## src/rtl/pulse_period_meter.sv

```systemverilog
// Measures the rising-edge period of a (possibly asynchronous) square wave in clk cycles,
// checks it against EXPECTED +/- TOL, and reports lock and edge-loss timeout.
module pulse_period_meter #(
   parameter  int EXPECTED = 200_000,
   parameter  int TOL      = 16,
   parameter  int TIMEOUT  = 800_000,
   parameter  int LOCK_N   = 4,
   localparam int W        = $clog2(TIMEOUT + 1)
) (
   input  logic         i_clk,
   input  logic         i_rstn,
   input  logic         i_pulse_in,
   output logic [W-1:0] o_period,
   output logic         o_period_valid,
   output logic         o_in_range,
   output logic         o_locked,
   output logic         o_timeout
);

   localparam int GW     = $clog2(LOCK_N + 1);
   localparam int LO_INT = (TOL > EXPECTED) ? 0 : (EXPECTED - TOL);

   localparam logic [W-1:0]  CNT_MAX  = W'(TIMEOUT);
   localparam logic [W-1:0]  LO_W     = W'(LO_INT);
   localparam logic [W-1:0]  HI_W     = W'(EXPECTED + TOL);
   localparam logic [GW-1:0] GOOD_MAX = GW'(LOCK_N);

   typedef enum logic [1:0] {
      ST_IDLE    = 2'd0,
      ST_MEASURE = 2'd1,
      ST_TOUT    = 2'd2
   } state_t;

   // r_sync[0]/[1] form the synchronizer, r_sync[2] is the edge-detect delay stage
   logic [2:0]    r_sync;
   logic          r_rise;

   state_t        r_state;
   state_t        w_state_next;
   logic [W-1:0]  r_cnt;
   logic [W-1:0]  w_cnt_next;
   logic [W-1:0]  r_period;
   logic [W-1:0]  w_period_next;
   logic          r_period_valid;
   logic          w_period_valid_next;
   logic          r_in_range;
   logic          w_in_range_next;
   logic [GW-1:0] r_good;
   logic [GW-1:0] w_good_next;
   logic          r_locked;
   logic          w_locked_next;
   logic          r_timeout;
   logic          w_timeout_next;
   logic          w_in_window;

   always_ff @(posedge i_clk) begin
      if (!i_rstn) begin
         r_sync <= '0;
         r_rise <= 1'b0;
      end else begin
         r_sync <= {r_sync[1:0], i_pulse_in};
         r_rise <= r_sync[1] & ~r_sync[2];
      end
   end

   assign w_in_window = (r_cnt >= LO_W) && (r_cnt <= HI_W);

   always_comb begin
      w_state_next        = r_state;
      w_cnt_next          = (r_cnt == CNT_MAX) ? r_cnt : (r_cnt + W'(1));
      w_period_next       = r_period;
      w_period_valid_next = 1'b0;
      w_in_range_next     = r_in_range;
      w_good_next         = r_good;
      w_locked_next       = r_locked;
      w_timeout_next      = r_timeout;

      if (r_rise) begin
         w_cnt_next = W'(1);
      end

      case (r_state)
         ST_IDLE: begin
            if (r_rise) begin
               w_state_next = ST_MEASURE;
            end
         end
         ST_MEASURE: begin
            // A rise coinciding with the saturation point is still a valid period
            if (r_rise) begin
               w_period_next       = r_cnt;
               w_period_valid_next = 1'b1;
               w_in_range_next     = w_in_window;
               if (w_in_window) begin
                  w_good_next = (r_good == GOOD_MAX) ? r_good : (r_good + GW'(1));
               end else begin
                  w_good_next = '0;
               end
               w_locked_next = (w_good_next == GOOD_MAX);
            end else if (r_cnt == CNT_MAX) begin
               w_state_next   = ST_TOUT;
               w_timeout_next = 1'b1;
               w_good_next    = '0;
               w_locked_next  = 1'b0;
            end
         end
         ST_TOUT: begin
            w_timeout_next = 1'b1;
            w_good_next    = '0;
            w_locked_next  = 1'b0;
            // The edge ending a timeout only re-arms; the gap is not a period
            if (r_rise) begin
               w_state_next   = ST_MEASURE;
               w_timeout_next = 1'b0;
            end
         end
         default: begin
            w_state_next = ST_IDLE;
         end
      endcase
   end

   always_ff @(posedge i_clk) begin
      if (!i_rstn) begin
         r_state        <= ST_IDLE;
         r_cnt          <= '0;
         r_period       <= '0;
         r_period_valid <= 1'b0;
         r_in_range     <= 1'b0;
         r_good         <= '0;
         r_locked       <= 1'b0;
         r_timeout      <= 1'b0;
      end else begin
         r_state        <= w_state_next;
         r_cnt          <= w_cnt_next;
         r_period       <= w_period_next;
         r_period_valid <= w_period_valid_next;
         r_in_range     <= w_in_range_next;
         r_good         <= w_good_next;
         r_locked       <= w_locked_next;
         r_timeout      <= w_timeout_next;
      end
   end

   assign o_period       = r_period;
   assign o_period_valid = r_period_valid;
   assign o_in_range     = r_in_range;
   assign o_locked       = r_locked;
   assign o_timeout      = r_timeout;

endmodule

```

## config.mk

```make
export PLATFORM = sky130hd
export DESIGN_NAME = pulse_period_meter
export DESIGN_NICKNAME = d
export VERILOG_FILES = /design/src/rtl/pulse_period_meter.sv
export SDC_FILE = /design/constraint.sdc
export NUM_CORES = 1
export LEC_CHECK = 0
export BUFFER_PORTS_ARGS = -buffer_cell sky130_fd_sc_hd__buf_2
export CAP_MARGIN = 5
export CORE_MARGIN = 2
export CORE_UTILIZATION = 39
export DETAILED_ROUTE_END_ITERATION = 6
export GPL_TIMING_DRIVEN = 0
export PLACE_DENSITY_LB_ADDON = 0.12
export SYNTH_ARGS = -nofsm -noshare
export SYNTH_HDL_FRONTEND = slang
export SYNTH_SLANG_ARGS = --single-unit
```

## constraint.sdc

```tcl
create_clock -name i_clk -period 2.22 [get_ports i_clk]
set_input_delay 0.333 -clock i_clk [delete_from_list [all_inputs] [get_ports i_clk]]
set_output_delay 0.333 -clock i_clk [all_outputs]
set_load 0.01 [all_outputs]
```

==> flow_metrics.py, run 1 <==
metrics = {
    "placement": {
        "placed_cells": 377,
        "io_buffer_count": 26,
        "dp_hpwl_mm": 3.550,
        "place.gp.congestion": 0.8037,
        "dpl_cell_area_um2": 2614,
    },
    "global_route": {
        "grt_start_max_net_pins": 16,
        "grt_overflow": 0,
        "busiest_layer": "met2",
        "met2_usage_pct": 24.44,
        "grt_util_met3_pct": 3.587,
        "grt_pass1_vias": 1672,
        "grt_pass1_wl_mm": 8.328,
        "antenna_found_initial": 0,
        "grt_usage_pct": 15.97,
        "met1_usage_pct": 21.93,
    },
    "clock_network": {
        "clock-sinks": 53,
        "numCtsBuffers": 5,
        "clk_path_buf_depth": 2,
        "cts-root-buf": "clkbuf_8",
        "clkLatencyLatePin_ns": 0.30,
        "cts_resized": 0,
        "cts.reportedPaths.clkPinSlew_ns": 0.09,
        "ctsHoldBuffers": 0,
        "postCtsSetupBuffers": 0,
        "cts_tree": "yes",
        "htreeDepth": 2,
    },
    "sta": {
        "max_slew.worst_pin.slew_ns": 0.5439,
        "finalSetupTns_ns": 0,
        "period_needed_ns": 2.007,
        "final-max-slew-violation-count": 0,
        "setup_viol": 0,
        "clock_skew_ns": 0.005361,
        "finalHoldViolations": 0,
        "max-slew-margin-rel_pct": 63.74,
        "fmax_ghz": 0.4982,
        "post-route-period-util_pct": 90.41,
        "rsz0062_at_grt": "false",
    },
    "synthesis": {
        "synthArstFlopShare_pct": 0,
        "ys_types": 45,
        "ys_ff_latch": 53,
        "yosys_warnings": 0,
        "yosysSeqAreaShare_pct": 44.40,
        "synth_fp_nets": 283,
        "syn-cell-area_um2": 2390,
        "syn_inst": 276,
        "avgSynthCellArea_um2": 8.659,
        "synth_ff_type": "dfxtp_1",
        "synth_edf_count": 0,
    },
    "worst_setup_path": {
        "path_class": "reg -> reg",
        "cp-start-kind": "flip-flop",
        "cp.arrival_ns": 2.24,
        "required_ns": 2.46,
        "crit_path_end_kind": "flip-flop",
        "crit_fanout": 6,
    },
    "routing": {
        "dr.pass1.iters": 4,
        "wirelength_mm": 4.900,
        "routedWlPerCell_um": 12.73,
        "vias": 1888,
        "ant_nets": 0,
        "via_per_inst": 4.904,
        "first_iter_violations": 90,
        "drc": 0,
    },
    "layout": {
        "final_util_pct": 46.11,
        "syn_to_final_growth_pct": 14.24,
        "register_area_um2": 1061,
        "fill_cells": 588,
        "n_antenna_cell": 0,
        "drive_above_1_share_pct": 15.81,
        "multi_input_area_um2": 1220,
        "stdcell_count": 385,
        "nNetsFinal": 316,
        "stdcell_area_um2": 2730,
    },
    "die": {
        "core.rowCount": 28,
        "io_pins": 27,
        "die_h_um": 82.28,
        "die_area_um2": 6770,
        "die_x_um": 82.28,
        "initial_core_util_pct": 40.36,
        "core_area_um2": 5921,
    },
    "power_and_ir_drop": {
        "finalPower_mw": 1.695,
        "power.leakage_nw": 0.9942,
        "powerDensity_nw_per_um2": 621.0,
        "ir_drop_v": 0.0004061,
    },
    "outcome": {
        "status": "completed",
    },
    "flow_run": {
        "drv_cap": 0,
    },
    "hold_path": {
        "hold_path.class": "in -> reg",
    },
}
metal layers:
metal / share of wire (%) / vias up
met5: 0 / -
met4: 1.8 / 0
met3: 3.7 / 7
met2: 42 / 36
met1: 52 / 842
li1: - / 1003
synthesized netlist by cell type (2+ instances only):
library cell   n  area, um2
nand3_1        7      35.03
nand4_1        4      25.02
nand2b_1       2      12.51
and4_1         3      26.28
a21oi_1       11      55.05
and2b_2        2      17.52
and4_2         2      20.02
xnor2_1        9      78.83
clkbuf_1       9      33.78
a21boi_0      20      150.1
nor4_4         2      42.54
and3_1         3      18.77
xor2_1         6      52.55
o21a_1         2      15.01
inv_1          9      33.78
nor4b_1        2      17.52
nand3b_1       2      15.01
nor3_1         7      35.03
ha_1           4      50.05
buf_6          3      33.78
o21ai_0        2      10.01
nor2_1        19      71.32
dfxtp_1       53       1061
o21ai_1        2      10.01
nor4_1         4      25.02
mux2i_1        2      20.02
nand2_1       59      221.5
a21boi_1       3      22.52
and2_1         6      37.54
or3_1          2      12.51
power breakdown:
part | total (mW) | switching (mW) | internal, mW
Sequential | 0.967 | 0.00894 | 0.958
Clock | 0.673 | 0.305 | 0.368
Combinational | 0.0558 | 0.0316 | 0.0242
Total | 1.70 | 0.346 | 1.35
sequential cells by signal, indices dropped and copies added (netlist names), 2 cells and up:
name,cells
r_cnt,20
r_sync,3
r_state,2
r_good,3
o_period,20
final timing paths:
path | from | end | depth (start not counted) | slack, ns
setup / recovery | r_cnt[0] | r_good[0] | 7 | 0.21
hold / removal | i_pulse_in | r_sync[0] | 2 | 0.23
setup reg to reg | r_cnt[0] | r_good[0] | 7 | 0.21
hold reg to reg | r_sync[2] | r_rise | 1 | 0.39
per-stage QoR:
step                      hold WS (ns)  setup WS, ns
after floorplan                 0.3674        0.4380
after detailed placement        0.3711        0.2196
after global placement          0.3715        0.1861
final                           0.2330        0.2130
after CTS                       0.2252        0.1874
after global routing            0.2262       0.09488
logic make-up after synthesis:
kind of cell             after synthesis  share of synthesized area (%)
AND/OR/NAND/NOR                      133                          29.32
flip-flops                            53                          44.40
AO/OA/AOI/OAI                         47                          13.30
buffers and inverters                 22                          4.555
XOR/XNOR                              15                          5.498
adder cells (fa/ha/maj)                4                          2.094
multiplexers                           2                         0.8377
critical path, cell delays in order, from the launching register on:
cell and delay, ns:
dfxtp_1 0.39, inv_1 0.08, ha_1 0.13, or4b_4 0.48, o211a_2 0.17, nor4_1 0.42, o21ai_1 0.12, a21boi_1 0.15
placed cells by master, fill, tap and decap left out, drive strengths merged, types with 2 or more instances in the layout:
cell / Yosys / layout
or4b: 2 / 2
or3: 2 / 2
nor4b: 2 / 2
nand4: 4 / 4
mux2i: 2 / 2
nand2b: 2 / 2
and2b: 3 / 3
nand3b: 2 / 2
nor2: 19 / 19
nor4: 6 / 6
a21boi: 23 / 23
o21ai: 4 / 4
dfxtp: 53 / 53
nand3: 7 / 7
buf: 4 / 30
and3: 3 / 3
xnor2: 9 / 9
nand2: 59 / 59
clkbuf: 9 / 16
inv: 9 / 9
xor2: 6 / 6
and4: 5 / 5
nor3: 7 / 7
and2: 7 / 7
o21a: 2 / 2
a21oi: 11 / 11
ha: 4 / 4
final cells by class:
cell class / count / share of cell area (%)
sequential: 53 / 38.86
clock inverter: 1 / 1.100
tap: 75 / 3.437
timing repair buffer: 26 / 4.766
buffer: 13 / 2.750
inverter: 9 / 1.237
multi-input combinational: 201 / 44.68
clock buffer: 7 / 3.162
No activity file was read; power rests on OpenSTA's default activity.
==> run 2: changes to the inputs <==
--- a/config.mk
+++ b/config.mk
@@ -7,7 +7,6 @@
 export LEC_CHECK = 0
 export BUFFER_PORTS_ARGS = -buffer_cell sky130_fd_sc_hd__buf_2
 export CAP_MARGIN = 5
-export CORE_MARGIN = 2
 export CORE_UTILIZATION = 39
 export DETAILED_ROUTE_END_ITERATION = 6
 export GPL_TIMING_DRIVEN = 0
==> run 2 against run 1 <==
Register-to-register slack about the same. Sequential power about the same. Flip-flop and latch count stayed put. Non-clock buffer count is the same. Maximum frequency grew 0.34%. Critical path depth is the same. Combinational power is essentially flat. Setup slack improved by 0.0069 ns. Die area decreased by 4.8%. Clock-buffer cell count shrank 2. Critical path type unchanged. Critical endpoint unchanged. Largest cell class unchanged. Highest routed layer unchanged.
==> flow_metrics.py, run 2 (same netlist as run 1, synthesis figures left out) <==
metrics = {
    "routing": {
        "routedWlPerCell_um": 12.81,
        "dr.pass1.iters": 4,
        "ant_nets": 0,
        "first_iter_violations": 90,
        "wirelength_mm": 4.918,
        "vias": 1884,
        "drc": 0,
        "via_per_inst": 4.906,
    },
    "layout": {
        "syn_to_final_growth_pct": 13.72,
        "final_common_cell": "nand2_1",
        "mostFrequentLayoutCells": "59 x nand2_1, 53 x dfxtp_1, 26 x buf_2, 20 x a21boi_0, 19 x nor2_1",
        "n_antenna_cell": 0,
        "nNetsFinal": 316,
        "stdcell_area_um2": 2718,
        "stdcell_count": 384,
        "drive_above_1_share_pct": 15.86,
        "final_util_pct": 45.90,
        "fill_cells": 622,
    },
    "sta": {
        "clock_skew_ns": 0.008226,
        "max_slew.worst_pin.slew_ns": 0.5056,
        "fmax_ghz": 0.5000,
        "post-route-period-util_pct": 90.10,
        "hold_slack_ns": 0.2269,
        "finalSetupTns_ns": 0,
        "max-slew-margin-rel_pct": 66.29,
        "setup_viol": 0,
        "layout_setup_ws_ns": 0.2198,
        "finalHoldViolations": 0,
        "rsz0062_at_grt": "false",
        "period_needed_ns": 2.000,
        "final-max-slew-violation-count": 0,
    },
    "clock_network": {
        "cts.reportedPaths.clkPinSlew_ns": 0.10,
        "ctsHoldBuffers": 0,
        "clk_path_buf_depth": 2,
        "htreeDepth": 2,
        "cts_resized": 0,
        "postCtsSetupBuffers": 0,
        "cts_tree": "yes",
        "clkLatencyLatePin_ns": 0.30,
        "clock-sinks": 53,
        "numCtsBuffers": 5,
        "cts-root-buf": "clkbuf_8",
    },
    "die": {
        "io_pins": 27,
        "die_x_um": 80.28,
        "die_area_um2": 6445,
        "core_area_um2": 5921,
        "core.rowCount": 28,
        "initial_core_util_pct": 40.36,
        "die_h_um": 80.28,
    },
    "power_and_ir_drop": {
        "finalPower_mw": 1.659,
        "power.leakage_nw": 0.9898,
        "p_clk_share_pct": 38.4,
        "ir_drop_v": 0.0003464,
        "p_sw_share_pct": 21.04,
        "powerDensity_nw_per_um2": 610.6,
        "comb_power_share_pct": 3.3,
        "internal_power_mw": 1.310,
        "seqPwrFrac_pct": 58.3,
        "switchingPower_mw": 0.3492,
    },
    "worst_setup_path": {
        "cp_slowest_stage_delay_ns": 0.48,
        "cp_cell_sequence": "inv_1 > ha_1 > or4b_4 > o211a_2 > nor4_1 > o21ai_1 > a21boi_1",
        "path_class": "reg -> reg",
        "cp.arrival_ns": 2.24,
        "cp_slowest_cell": "or4b_4",
        "crit_path_end_kind": "flip-flop",
        "cp-start-kind": "flip-flop",
        "crit_fanout": 6,
        "required_ns": 2.46,
    },
    "global_route": {
        "antenna_found_initial": 0,
        "grt_pass1_wl_mm": 8.418,
        "grt_usage_pct": 16.99,
        "grt_pass1_vias": 1698,
        "grt_start_max_net_pins": 16,
        "grt_overflow": 0,
    },
    "flow_run": {
        "drv_cap": 0,
    },
    "placement": {
        "placed_cells": 377,
        "post-place-ws_ns": 0.2170,
        "dp_hpwl_mm": 3.571,
        "io_buffer_count": 26,
        "dpl_cell_area_um2": 2614,
        "place.gp.congestion": 0.8085,
    },
    "outcome": {
        "status": "completed",
    },
    "hold_path": {
        "hold_path.class": "in -> reg",
    },
}
[run 2: power groups by stage]
stage	Clock, mW	Combinational, mW	Sequential (mW)
finish	0.637	0.0555	0.967
global route	0.692	0.0629	0.969
CTS	0.656	0.0570	0.967
detailed placement	0	0.0566	0.989
global placement	0	0.0569	0.989
floorplan	0	0.0412	0.986
[run 2: final timing paths]
path,cells after the start,startpoint,slack [ns],endpoint
worst max register to register,7,r_cnt[0],0.22,r_good[0]
worst min register to register,1,r_sync[2],0.39,r_rise
worst min-delay path,2,i_pulse_in,0.23,r_sync[0]
worst max-delay path,7,r_cnt[0],0.22,r_good[0]
[run 2: routing by layer]
| layer | global-route usage (%) | vias to the layer above | wire [um] |
|---|---|---|---|
| met3 | 3.636 | 4 | 168 |
| met5 | 0 | - | 0 |
| met1 | 23.46 | 855 | 2567 |
| met4 | 6.071 | 0 | 71 |
| met2 | 25.90 | 29 | 2111 |
| li1 | - | 996 | - |
[run 2: worst max-delay path: cells and delay by family, from the launching register on]
| kind | cells | cell delay [ns] |
|---|---|---|
| buffers and inverters | 1 | 0.08 |
| AO/OA/AOI/OAI | 3 | 0.44 |
| adder cells (fa/ha/maj) | 1 | 0.13 |
| AND/OR/NAND/NOR | 2 | 0.90 |
| flip-flops | 1 | 0.39 |
[run 2: layout make-up]
type	instances	area (um2)	area share (%)
flip-flops and latches	53	1061	39.04
repair buffers	26	130.1	4.788
clock buffers	5	68.82	2.532
clock inverters	2	35.03	1.289
plain buffers	13	75.07	2.762
inverters	9	33.78	1.243
well taps	75	93.84	3.453
multi-input cells	201	1220	44.89
==> run 3: changes to the inputs <==
--- a/config.mk
+++ b/config.mk
@@ -11,6 +11,7 @@
 export DETAILED_ROUTE_END_ITERATION = 6
 export GPL_TIMING_DRIVEN = 0
 export PLACE_DENSITY_LB_ADDON = 0.12
+export REMOVE_ABC_BUFFERS = 1
 export SYNTH_ARGS = -nofsm -noshare
 export SYNTH_HDL_FRONTEND = slang
 export SYNTH_SLANG_ARGS = --single-unit
==> run 3 against run 2 <==
Core utilization shrank 0.87 points. Hold slack got worse by 0.0038 ns. Clock-buffer cell count grew 1. Largest cell class unchanged. Highest routed layer unchanged.
==> flow_metrics.py, run 3 (same netlist as run 1, synthesis figures left out) <==
metrics = {
    "sta": {
        "post-route-period-util_pct": 89.33,
        "period_needed_ns": 1.983,
        "max-slew-margin-rel_pct": 47.02,
        "finalSetupTns_ns": 0,
        "final-max-slew-violation-count": 0,
        "max_slew.worst_pin.slew_ns": 0.7947,
        "finalHoldViolations": 0,
        "setup_viol": 0,
        "clock_skew_ns": 0.007911,
        "fmax_ghz": 0.5042,
        "rsz0062_at_grt": "false",
    },
    "worst_setup_path": {
        "crit_fanout": 6,
        "crit_family": "simple AND/OR/NAND/NOR gates",
        "cp.arrival_ns": 2.23,
        "crit_path_end_kind": "flip-flop",
        "path_class": "reg -> reg",
        "cp_slowest_stage_delay_ns": 0.48,
        "cp_slowest_cell": "or4b_4",
        "cp_cell_sequence": "inv_1 > ha_1 > or4b_4 > o211a_2 > nor4_1 > o21ai_1 > a21boi_1",
        "required_ns": 2.46,
        "critPathBufInv": 1,
        "cp-start-kind": "flip-flop",
    },
    "layout": {
        "nNetsFinal": 304,
        "syn_to_final_growth_pct": 11.57,
        "final_common_cell": "nand2_1",
        "stdcell_area_um2": 2666,
        "mostFrequentLayoutCells": "59 x nand2_1, 53 x dfxtp_1, 26 x buf_2, 20 x a21boi_0, 19 x nor2_1",
        "n_antenna_cell": 0,
        "drive_above_1_share_pct": 15.44,
    },
    "die": {
        "core.rowCount": 28,
        "core_area_um2": 5921,
        "die_area_um2": 6445,
        "die_x_um": 80.28,
        "io_pins": 27,
        "die_h_um": 80.28,
        "initial_core_util_pct": 40.36,
    },
    "placement": {
        "dpl_cell_area_um2": 2539,
        "io_buffer_count": 26,
        "place.gp.congestion": 0.7871,
        "dp_hpwl_mm": 3.087,
    },
    "clock_network": {
        "clk_path_buf_depth": 2,
        "cts_tree": "yes",
        "cts-root-buf": "clkbuf_8",
        "numCtsBuffers": 5,
        "clkLatencyLatePin_ns": 0.31,
        "cts.reportedPaths.clkPinSlew_ns": 0.10,
        "htreeDepth": 2,
        "clock-sinks": 53,
        "cts_resized": 0,
    },
    "flow_run": {
        "drv_cap": 0,
    },
    "global_route": {
        "grt_overflow": 0,
        "grt_pass1_vias": 1675,
        "grt_start_max_net_pins": 35,
        "grt_pass1_wl_mm": 8.245,
        "grt_usage_pct": 16.53,
        "antenna_found_initial": 0,
    },
    "power_and_ir_drop": {
        "finalPower_mw": 1.712,
        "powerDensity_nw_per_um2": 642.1,
        "ir_drop_v": 0.0002337,
        "power.leakage_nw": 0.9591,
    },
    "routing": {
        "vias": 1848,
        "dr.pass1.iters": 6,
        "drc": 0,
        "routedWlPerCell_um": 12.85,
        "first_iter_violations": 117,
        "via_per_inst": 4.954,
        "ant_nets": 0,
        "wirelength_mm": 4.794,
    },
    "hold_path": {
        "hold_path.class": "in -> reg",
    },
    "outcome": {
        "status": "completed",
    },
}
==> run 3: cell type report <==
class                   count  area, um2
clock buffers               6      82.58
flip-flops and latches     53       1061
well taps                  75      93.84
fillers                   604       3254
repair buffers             26      130.1
inverters                   9      33.78
multi-input cells         202       1227
clock inverters             2      37.54
==> run 3: final timing paths <==
kind	startpoint	to	slack, ns	cells past startpoint
worst max-delay path	r_cnt[0]	r_good[0]	0.24	7
worst min-delay path	i_pulse_in	r_sync[0]	0.22	2
worst max register to register	r_cnt[0]	r_good[0]	0.24	7
worst min register to register	r_sync[2]	r_rise	0.39	1
==> run 3: timing repair <==
item | in CTS | in global routing
setup endpoints to repair | 1 | 0
buffers inserted | 0 | 0
hold buffers | 0 | 0
==> run 3: power by group <==
group	switching [mW]	internal [mW]
Sequential	0.00958	0.958
Clock	0.329	0.367
Combinational	0.0273	0.0214
==> run 3: layer usage <==
| layer | vias to the layer above | track usage (%) | routed length, um |
|---|---|---|---|
| li1 | 983 | - | - |
| met1 | 837 | 22.65 | 2528 |
| met2 | 22 | 26.07 | 2097 |
| met3 | 6 | 3.750 | 105 |
| met4 | 0 | 4.286 | 62 |
| met5 | - | 0 | 0 |
==> run 3: metrics by stage <==
step	setup slack, ns	hold WS [ns]	util (%)	instances
finish	0.2368	0.2231	45.03	373
CTS	0.2065	0.2172	45.03	373
global route	0.08103	0.2234	45.03	373
floorplan	0.4379	0.3674	-	263
detailed placement	0.01785	0.3729	42.88	364
global placement	0.04428	0.3712	42.88	364
